**config.mk**
```make
export PLATFORM = sky130hd
export DESIGN_NAME = wide_alu_sequencer_flat
export DESIGN_NICKNAME = d
export VERILOG_FILES = /design/src/rtl/wide_alu_sequencer_pkg.sv /design/src/rtl/wide_alu_sequencer_if.sv /design/src/rtl/wide_alu_sequencer_carry.sv /design/src/rtl/wide_alu_sequencer.sv /design/src/flat_wrapper.sv
export SDC_FILE = /design/constraint.sdc
export NUM_CORES = 1
export LEC_CHECK = 0
export CORE_AREA = 5 5 102 104
export CTS_CLUSTER_DIAMETER = 30
export DETAILED_ROUTE_END_ITERATION = 12
export DIE_AREA = 0 0 107 109
export PLACE_DENSITY = 0.77
export SLEW_MARGIN = 20
export SYNTH_ARGS = -nofsm -noshare
export SYNTH_HDL_FRONTEND = slang
export SYNTH_SLANG_ARGS = --single-unit
```
**constraint.sdc**
```tcl
create_clock -name clk_i -period 2.4 [get_ports clk_i]
set_input_delay 0.72 -clock clk_i [delete_from_list [all_inputs] [get_ports clk_i]]
set_output_delay 0.72 -clock clk_i [all_outputs]
set_load 0.03 [all_outputs]
```
**src/rtl/wide_alu_sequencer_pkg.sv**
```systemverilog
// Shared types for the wide ALU sequencer: ALU op codes, wide opcodes, FSM states.
// Package name is 'definitions'; imported by the interface, sequencer and bench.
package definitions;

    typedef enum logic [7:0] {
        ADD = 8'h00,
        SUB = 8'h01,
        LSL = 8'h02,
        LSR = 8'h03,
        OR  = 8'h04
    } op_code_t;

    typedef enum logic [1:0] {
        W_ADD16 = 2'd0,
        W_SUB16 = 2'd1,
        W_LSL16 = 2'd2,
        W_LSR16 = 2'd3
    } wide_op_t;

    typedef enum logic [2:0] {
        IDLE,
        STEP_A,
        STEP_B,
        FIX,
        DONE
    } wseq_state_t;

endpackage

```
**src/rtl/wide_alu_sequencer_if.sv**
```systemverilog
// Control-side bundle between the core control unit (master) and the sequencer (slave).
// Ports: start_i/wop_i/a_i/b_i request; busy_o/done_o/result_o/carry_o/zero_o/neg_o status.
interface wide_alu_sequencer_if;
    logic                 start_i;
    definitions::wide_op_t wop_i;
    logic [15:0]          a_i;
    logic [15:0]          b_i;
    logic                 busy_o;
    logic                 done_o;
    logic [15:0]          result_o;
    logic                 carry_o;
    logic                 zero_o;
    logic                 neg_o;

    modport master (
        output start_i, wop_i, a_i, b_i,
        input  busy_o, done_o, result_o, carry_o, zero_o, neg_o
    );

    modport slave (
        input  start_i, wop_i, a_i, b_i,
        output busy_o, done_o, result_o, carry_o, zero_o, neg_o
    );
endinterface

```
**src/rtl/wide_alu_sequencer_carry.sv**
```systemverilog
// wide_seq_carry: combinational inter-byte flag and final carry/borrow/shift-out logic.
// Ports: wop_i, a_i, b_i, res_i (ALU result), hi_i, c_i, x_i -> x_next_o, c_base_o, c_final_o.
module wide_seq_carry
    import definitions::*;
(
    input  wide_op_t    wop_i,
    input  logic [15:0] a_i,
    input  logic [15:0] b_i,
    input  logic [7:0]  res_i,
    input  logic [7:0]  hi_i,
    input  logic        c_i,
    input  logic        x_i,
    output logic        x_next_o,
    output logic        c_base_o,
    output logic        c_final_o
);
    logic fix_c;

    // res_i is the low-byte result in STEP_A, the high-byte result in STEP_B,
    // and the fixed-up byte in FIX; each output is consumed only in its step.
    always_comb begin
        x_next_o = 1'b0;
        c_base_o = 1'b0;
        fix_c    = 1'b0;
        unique case (wop_i)
            W_ADD16: begin
                x_next_o = res_i < a_i[7:0];
                c_base_o = res_i < a_i[15:8];
                fix_c    = res_i == 8'h00;
            end
            W_SUB16: begin
                x_next_o = a_i[7:0] < b_i[7:0];
                c_base_o = a_i[15:8] < b_i[15:8];
                fix_c    = hi_i == 8'h00;
            end
            W_LSL16: begin
                x_next_o = a_i[7];
                c_base_o = a_i[15];
            end
            W_LSR16: begin
                x_next_o = a_i[8];
                c_base_o = a_i[0];
            end
        endcase
        // A padding FIX with x=0 must never contribute a carry.
        c_final_o = c_i | (x_i & fix_c);
    end
endmodule

```
**src/rtl/wide_alu_sequencer.sv**
```systemverilog
// 16-bit ADD/SUB/LSL/LSR sequenced as byte steps through an external 8-bit ALU.
// Ports: clk_i, reset_i, bus (slave), alu_rs_o/alu_rt_o/alu_op_o, alu_result_i. Option: WIDE_SEQ_CONST_LAT_EN.
module wide_alu_sequencer
    import definitions::*;
(
    input  logic                       clk_i,
    input  logic                       reset_i,
    wide_alu_sequencer_if.slave        bus,
    output logic [7:0]                 alu_rs_o,
    output logic [7:0]                 alu_rt_o,
    output logic [8:0]                 alu_op_o,
    input  logic [7:0]                 alu_result_i
);
    wseq_state_t state_q, state_d;
    wide_op_t    wop_q;
    logic [15:0] a_q, b_q;
    logic [7:0]  lo_q, hi_q;
    logic        x_q, c_q;
    logic [15:0] result_q;
    logic        carry_q, zero_q, neg_q;

    op_code_t    op;
    logic [15:0] res_next;
    logic        carry_next;
    logic        x_next, c_base, c_final;
    logic        is_lsr;

    assign is_lsr = wop_q == W_LSR16;

    wide_seq_carry u_carry (
        .wop_i     (wop_q),
        .a_i       (a_q),
        .b_i       (b_q),
        .res_i     (alu_result_i),
        .hi_i      (hi_q),
        .c_i       (c_q),
        .x_i       (x_q),
        .x_next_o  (x_next),
        .c_base_o  (c_base),
        .c_final_o (c_final)
    );

    always_comb begin
        state_d    = state_q;
        op         = ADD;
        alu_rs_o   = 8'h00;
        alu_rt_o   = 8'h00;
        res_next   = {hi_q, lo_q};
        carry_next = c_base;
        unique case (state_q)
            IDLE: begin
                if (bus.start_i) state_d = STEP_A;
            end
            STEP_A: begin
                state_d = STEP_B;
                unique case (wop_q)
                    W_ADD16: begin op = ADD; alu_rs_o = a_q[7:0];  alu_rt_o = b_q[7:0]; end
                    W_SUB16: begin op = SUB; alu_rs_o = a_q[7:0];  alu_rt_o = b_q[7:0]; end
                    W_LSL16: begin op = LSL; alu_rs_o = a_q[7:0];  alu_rt_o = 8'h01;    end
                    W_LSR16: begin op = LSR; alu_rs_o = a_q[15:8]; alu_rt_o = 8'h01;    end
                endcase
            end
            STEP_B: begin
`ifdef WIDE_SEQ_CONST_LAT_EN
                state_d = FIX;
`else
                state_d = x_q ? FIX : DONE;
`endif
                unique case (wop_q)
                    W_ADD16: begin op = ADD; alu_rs_o = a_q[15:8]; alu_rt_o = b_q[15:8]; end
                    W_SUB16: begin op = SUB; alu_rs_o = a_q[15:8]; alu_rt_o = b_q[15:8]; end
                    W_LSL16: begin op = LSL; alu_rs_o = a_q[15:8]; alu_rt_o = 8'h01;     end
                    W_LSR16: begin op = LSR; alu_rs_o = a_q[7:0];  alu_rt_o = 8'h01;     end
                endcase
                res_next   = is_lsr ? {hi_q, alu_result_i} : {alu_result_i, lo_q};
                carry_next = c_base;
            end
            FIX: begin
                state_d = DONE;
                // x_q doubles as the fix operand so a padding FIX is a no-op.
                unique case (wop_q)
                    W_ADD16: begin op = ADD; alu_rs_o = hi_q; alu_rt_o = {7'b0, x_q}; end
                    W_SUB16: begin op = SUB; alu_rs_o = hi_q; alu_rt_o = {7'b0, x_q}; end
                    W_LSL16: begin op = OR;  alu_rs_o = hi_q; alu_rt_o = {7'b0, x_q}; end
                    W_LSR16: begin op = OR;  alu_rs_o = lo_q; alu_rt_o = {x_q, 7'b0}; end
                endcase
                res_next   = is_lsr ? {hi_q, alu_result_i} : {alu_result_i, lo_q};
                carry_next = c_final;
            end
            DONE: begin
                state_d = IDLE;
            end
            default: begin
                state_d = IDLE;
            end
        endcase
        alu_op_o = {op, 1'b0};
    end

    always_ff @(posedge clk_i or posedge reset_i) begin
        if (reset_i) begin
            state_q  <= IDLE;
            wop_q    <= W_ADD16;
            a_q      <= '0;
            b_q      <= '0;
            lo_q     <= '0;
            hi_q     <= '0;
            x_q      <= 1'b0;
            c_q      <= 1'b0;
            result_q <= '0;
            carry_q  <= 1'b0;
            zero_q   <= 1'b0;
            neg_q    <= 1'b0;
        end else begin
            state_q <= state_d;
            unique case (state_q)
                IDLE: begin
                    if (bus.start_i) begin
                        wop_q <= bus.wop_i;
                        a_q   <= bus.a_i;
                        b_q   <= bus.b_i;
                    end
                end
                STEP_A: begin
                    if (is_lsr) hi_q <= alu_result_i;
                    else        lo_q <= alu_result_i;
                    x_q <= x_next;
                end
                STEP_B: begin
                    {hi_q, lo_q} <= res_next;
                    c_q          <= c_base;
                end
                FIX: begin
                    {hi_q, lo_q} <= res_next;
                end
                default: ;
            endcase
            if (state_d == DONE && state_q != DONE) begin
                result_q <= res_next;
                carry_q  <= carry_next;
                zero_q   <= res_next == 16'h0000;
                neg_q    <= res_next[15];
            end
        end
    end

    assign bus.busy_o   = state_q != IDLE;
    assign bus.done_o   = state_q == DONE;
    assign bus.result_o = result_q;
    assign bus.carry_o  = carry_q;
    assign bus.zero_o   = zero_q;
    assign bus.neg_o    = neg_q;
endmodule

```
**src/flat_wrapper.sv**
```systemverilog
// flat-port wrapper written by rule: the top's interface ports become plain ports
module wide_alu_sequencer_flat import definitions::*;
  (clk_i, reset_i, alu_rs_o, alu_rt_o, alu_op_o, alu_result_i, bus_start_i, bus_wop_i, bus_a_i, bus_b_i, bus_busy_o, bus_done_o, bus_result_o, bus_carry_o, bus_zero_o, bus_neg_o);
  wide_alu_sequencer_if bus_i ();
  input  logic clk_i;
  input  logic reset_i;
  output logic [7:0] alu_rs_o;
  output logic [7:0] alu_rt_o;
  output logic [8:0] alu_op_o;
  input  logic [7:0] alu_result_i;
  input wire logic [$bits(bus_i.start_i)-1:0] bus_start_i;
  input wire logic [$bits(bus_i.wop_i)-1:0] bus_wop_i;
  input wire logic [$bits(bus_i.a_i)-1:0] bus_a_i;
  input wire logic [$bits(bus_i.b_i)-1:0] bus_b_i;
  output wire logic [$bits(bus_i.busy_o)-1:0] bus_busy_o;
  output wire logic [$bits(bus_i.done_o)-1:0] bus_done_o;
  output wire logic [$bits(bus_i.result_o)-1:0] bus_result_o;
  output wire logic [$bits(bus_i.carry_o)-1:0] bus_carry_o;
  output wire logic [$bits(bus_i.zero_o)-1:0] bus_zero_o;
  output wire logic [$bits(bus_i.neg_o)-1:0] bus_neg_o;
  assign bus_i.start_i = bus_start_i;
  assign bus_i.wop_i = bus_wop_i;
  assign bus_i.a_i = bus_a_i;
  assign bus_i.b_i = bus_b_i;
  assign bus_busy_o = bus_i.busy_o;
  assign bus_done_o = bus_i.done_o;
  assign bus_result_o = bus_i.result_o;
  assign bus_carry_o = bus_i.carry_o;
  assign bus_zero_o = bus_i.zero_o;
  assign bus_neg_o = bus_i.neg_o;
  wide_alu_sequencer u_core (.clk_i(clk_i), .reset_i(reset_i), .bus(bus_i), .alu_rs_o(alu_rs_o), .alu_rt_o(alu_rt_o), .alu_op_o(alu_op_o), .alu_result_i(alu_result_i));
endmodule
```
==> summary.md <==
| Metric | Value |
|---|---|
| WP data required | `1.68 ns` |
| Die W | `107 microns` |
| Synth unique cells | `54` |
| Initial Util | `0.4575` |
| Final Hold Vio Count | `0` |
| Status | `complete, but fails checks` |
| Diodes inserted | `0` |
| Fin crit share | `1.057` |
| Yosys top cell area share | `0.4221` |
| Root buffer cell | `clkbuf_8` |
| Finished Layout Cells | `699` |
| Peak per-stage delay on the critical path | `0.46 ns` |
| Die Y | `109 microns` |
| Max capacitance violation total | `0` |
| Fraction of layout instances using a drive strength above 1 | `0.2821` |
| Kind of critical path | `reg2out` |
| # port buffers | `84` |
| Synth area leader | `dfrtp_1` |
| Setup WS post-layout | `-0.1363 ns` |
| Via density | `5.599` |
| Clock transition at the registers of the reported paths | `0.08 ns` |
| Worst-Margin Slew | `0.5702 ns` |
| Violated checks | `negative setup slack` |
| Initial antenna violation count | `0` |
| Worst hold path cell count | `2` |
| Row count | `36` |
| Mapped Cells | `459` |
| Worst flop-to-flop path endpoint | `u_core.bus.carry_o$_DFFE_PP0P_` |
| YS warnings | `0` |
| Total Wirelength | `13330 microns` |
| Area Overhead vs Synth | `40.68%` |
| Asr flop ratio synth | `1.000` |
| Top cells by count, synth | `dfrtp_1, nand2_1, o21ai_0, inv_1, ha_1` |
| Worst Path Arrival | `1.82 ns` |
| 1st-pass router iterations | `5` |
| Hold endpoint | `u_core.bus.result_o[14]$_DFFE_PP0P_` |
| Clock Skew | `0.007377 ns` |
| Routability congestion estimate | `0.9416` |
| Vias post-DR | `3914` |
| Final Setup Violations | `17` |
| VDD IR max | `620.3 uV` |
| Clock net sink count | `73` |
| Core Footprint | `9459 sq um` |
| Nets | `653` |
| Critical path launch point type | `register` |
| Tot Pwr | `9199 uW` |
| RSZ-0062 raised after global routing | `yes` |
| Routed length per instance | `19.07 microns` |
| Critical path, cell by cell | `nor2b_4, nand2_2, o21ai_2, buf_4, a221o_1, buf_6` |
| Sequential-to-total area share from yosys stat | `0.4221` |
| Largest net degree at the start of global routing | `74` |
| Top post-synthesis cells by area | `dfrtp_1, ha_1, o21ai_0` |
| Fill cells | `742` |
| Hold Crit Start | `u_core.bus.result_o[14]$_DFFE_PP0P_` |
| Die ar. | `11660 sq um` |
| Cts hold-fix bufs | `0` |
| Crit path time final | `2.536 ns` |
| GR Util All Layers | `0.2303` |
| CTS tree | `built` |
| Post-synth EDFFs | `0` |
| Number of global-route vias before repair | `3949` |
| Reg2Reg Launch Point | `u_core.wop_q[1]$_DFFE_PP0P_` |
| Synth Flop Type | `dfrtp_1` |
| Flops & latches, synth | `73` |
| Power density cells | `1511 nW/um^2` |
| Synthesized area per cell | `9.429 sq um` |
| R2R depth | `7` |
| Storage cell area | `1831 sq um` |
| Multi-input gate area | `2442 sq um` |
| Slew margin rel. | `0.6100` |
| Detailed router's first-iteration violation count | `223` |
| Hold/Removal Path Class | `reg2reg` |
| Slowest CP cell | `dfrtp_2` |
| Worst Setup End Kind | `output port` |
| Global-route wire length before repair | `20620 microns` |
| Cell total after placement | `664` |
| Worst-Skew Late Latency | `0.35 ns` |
| FMAX | `394.3 MHz` |
| Max Transition Viols Final | `0` |
| R2R setup slack | `0.30 ns` |
| CTS buffer count | `9` |
| Htree depth | `3` |
| Crit-path max FO | `5` |
| Antenna-violating nets left | `0` |
| Synthesized cell area | `4328 sq um` |
| DP HPWL | `9726 microns` |
| DRC viols | `0` |
| Clock buffer depth | `2` |
| Total grt overflow | `0` |
| I/O pins | `91` |
| Leak | `0.002741 uW` |
==> state kept, by name (all words and copies together), names as in the netlist <==
| register | cells |
|---|---|
| u_core.lo_q | 8 |
| u_core.wop_q | 2 |
| u_core.bus.result_o | 15 |
| u_core.bus.zero_o | 1 |
| u_core.hi_q | 8 |
| u_core.state_q | 3 |
| u_core.b_q | 16 |
| u_core.a_q | 16 |
| u_core.bus.neg_o | 1 |
| u_core.x_q | 1 |
| u_core.c_q | 1 |
| u_core.bus.carry_o | 1 |
==> layout by cell type, fill, tap and decap left out, drive strengths merged, types with 12 or more instances in the layout <==
master	n
mux2	21
buf	74
clkbuf	12
mux2i	20
clkdlybuf4s50	63
dfrtp	73
nand2	74
ha	28
nor2	19
inv	34
o21ai	61
==> report_power, final <==
group / switching (uW) / internal, uW / total [uW]
Combinational: 3060 / 2450 / 5500
Sequential: 657 / 1850 / 2510
Clock: 470 / 718 / 1190
==> through the flow <==
stage	setup WS (ns)	cell area [sq um]	hold WS (ns)	util	setup TNS (ns)
after global routing	-0.2017	6088	0.5217	0.6437	-2.479
after global placement	-0.2857	5398	0.4676	0.5706	-0.6464
final	-0.1363	6088	0.4822	0.6437	-1.245
after floorplan	0.0001684	4358	0.4950	-	0
after CTS	-0.1397	5908	0.4900	0.6246	-0.9632
after detailed placement	-0.3174	5398	0.4732	0.5706	-0.7742
==> layer usage <==
metal  track usage  vias up  share of wire
met5             0        -              0
met4       0.07123        0          0.017
met3       0.03612       20          0.054
met2        0.3943      121           0.51
met1        0.3018     1916           0.42
li1              -     1857              -
==> critical path, delay by kind of cell (launching register included) <==
kind / cells / cell delay (ns)
AOI/OAI and AO/OA: 2 / 0.42
and+or+nand+nor: 2 / 0.28
DFF: 1 / 0.46
buffers and inverters: 2 / 0.30
==> final cells by class <==
type,count,area share
clock inverter,5,0.01685
multi-input combinational,323,0.4012
clock buffer,11,0.02322
sequential,73,0.3007
inverter,35,0.02261
tap,114,0.02343
timing repair buffer,138,0.2121
==> how the worst max path moves through the flow <==
stage,from,end,cells past startpoint
floorplan,u_core.state_q[2]$_DFF_PP0_,alu_rs_o[1],7
global placement,alu_result_i[5],u_core.bus.carry_o$_DFFE_PP0P_,7
detailed placement,alu_result_i[5],u_core.bus.carry_o$_DFFE_PP0P_,7
CTS,u_core.state_q[1]$_DFF_PP0_,alu_rs_o[5],6
global route,u_core.state_q[1]$_DFF_PP0_,alu_rs_o[1],6
finish,u_core.state_q[1]$_DFF_PP0_,alu_rs_o[5],6
==> timing repair <==
item,CTS,global route
setup endpoints to repair,19,21
cloned,1,0
buffers inserted,13,7
resized for setup,46,43
pin swaps,7,20
==> kinds of logic after synthesis <==
family | Yosys count | synth area share
DFF | 73 | 0.4221
buffers and inverters | 68 | 0.07401
adders and majority gates | 28 | 0.08095
AOI/OAI and AO/OA | 126 | 0.1920
other | 1 | 0.0008665
muxes | 41 | 0.1009
and+or+nand+nor | 122 | 0.1292
Note: power is estimated with default switching activity, not from simulation.
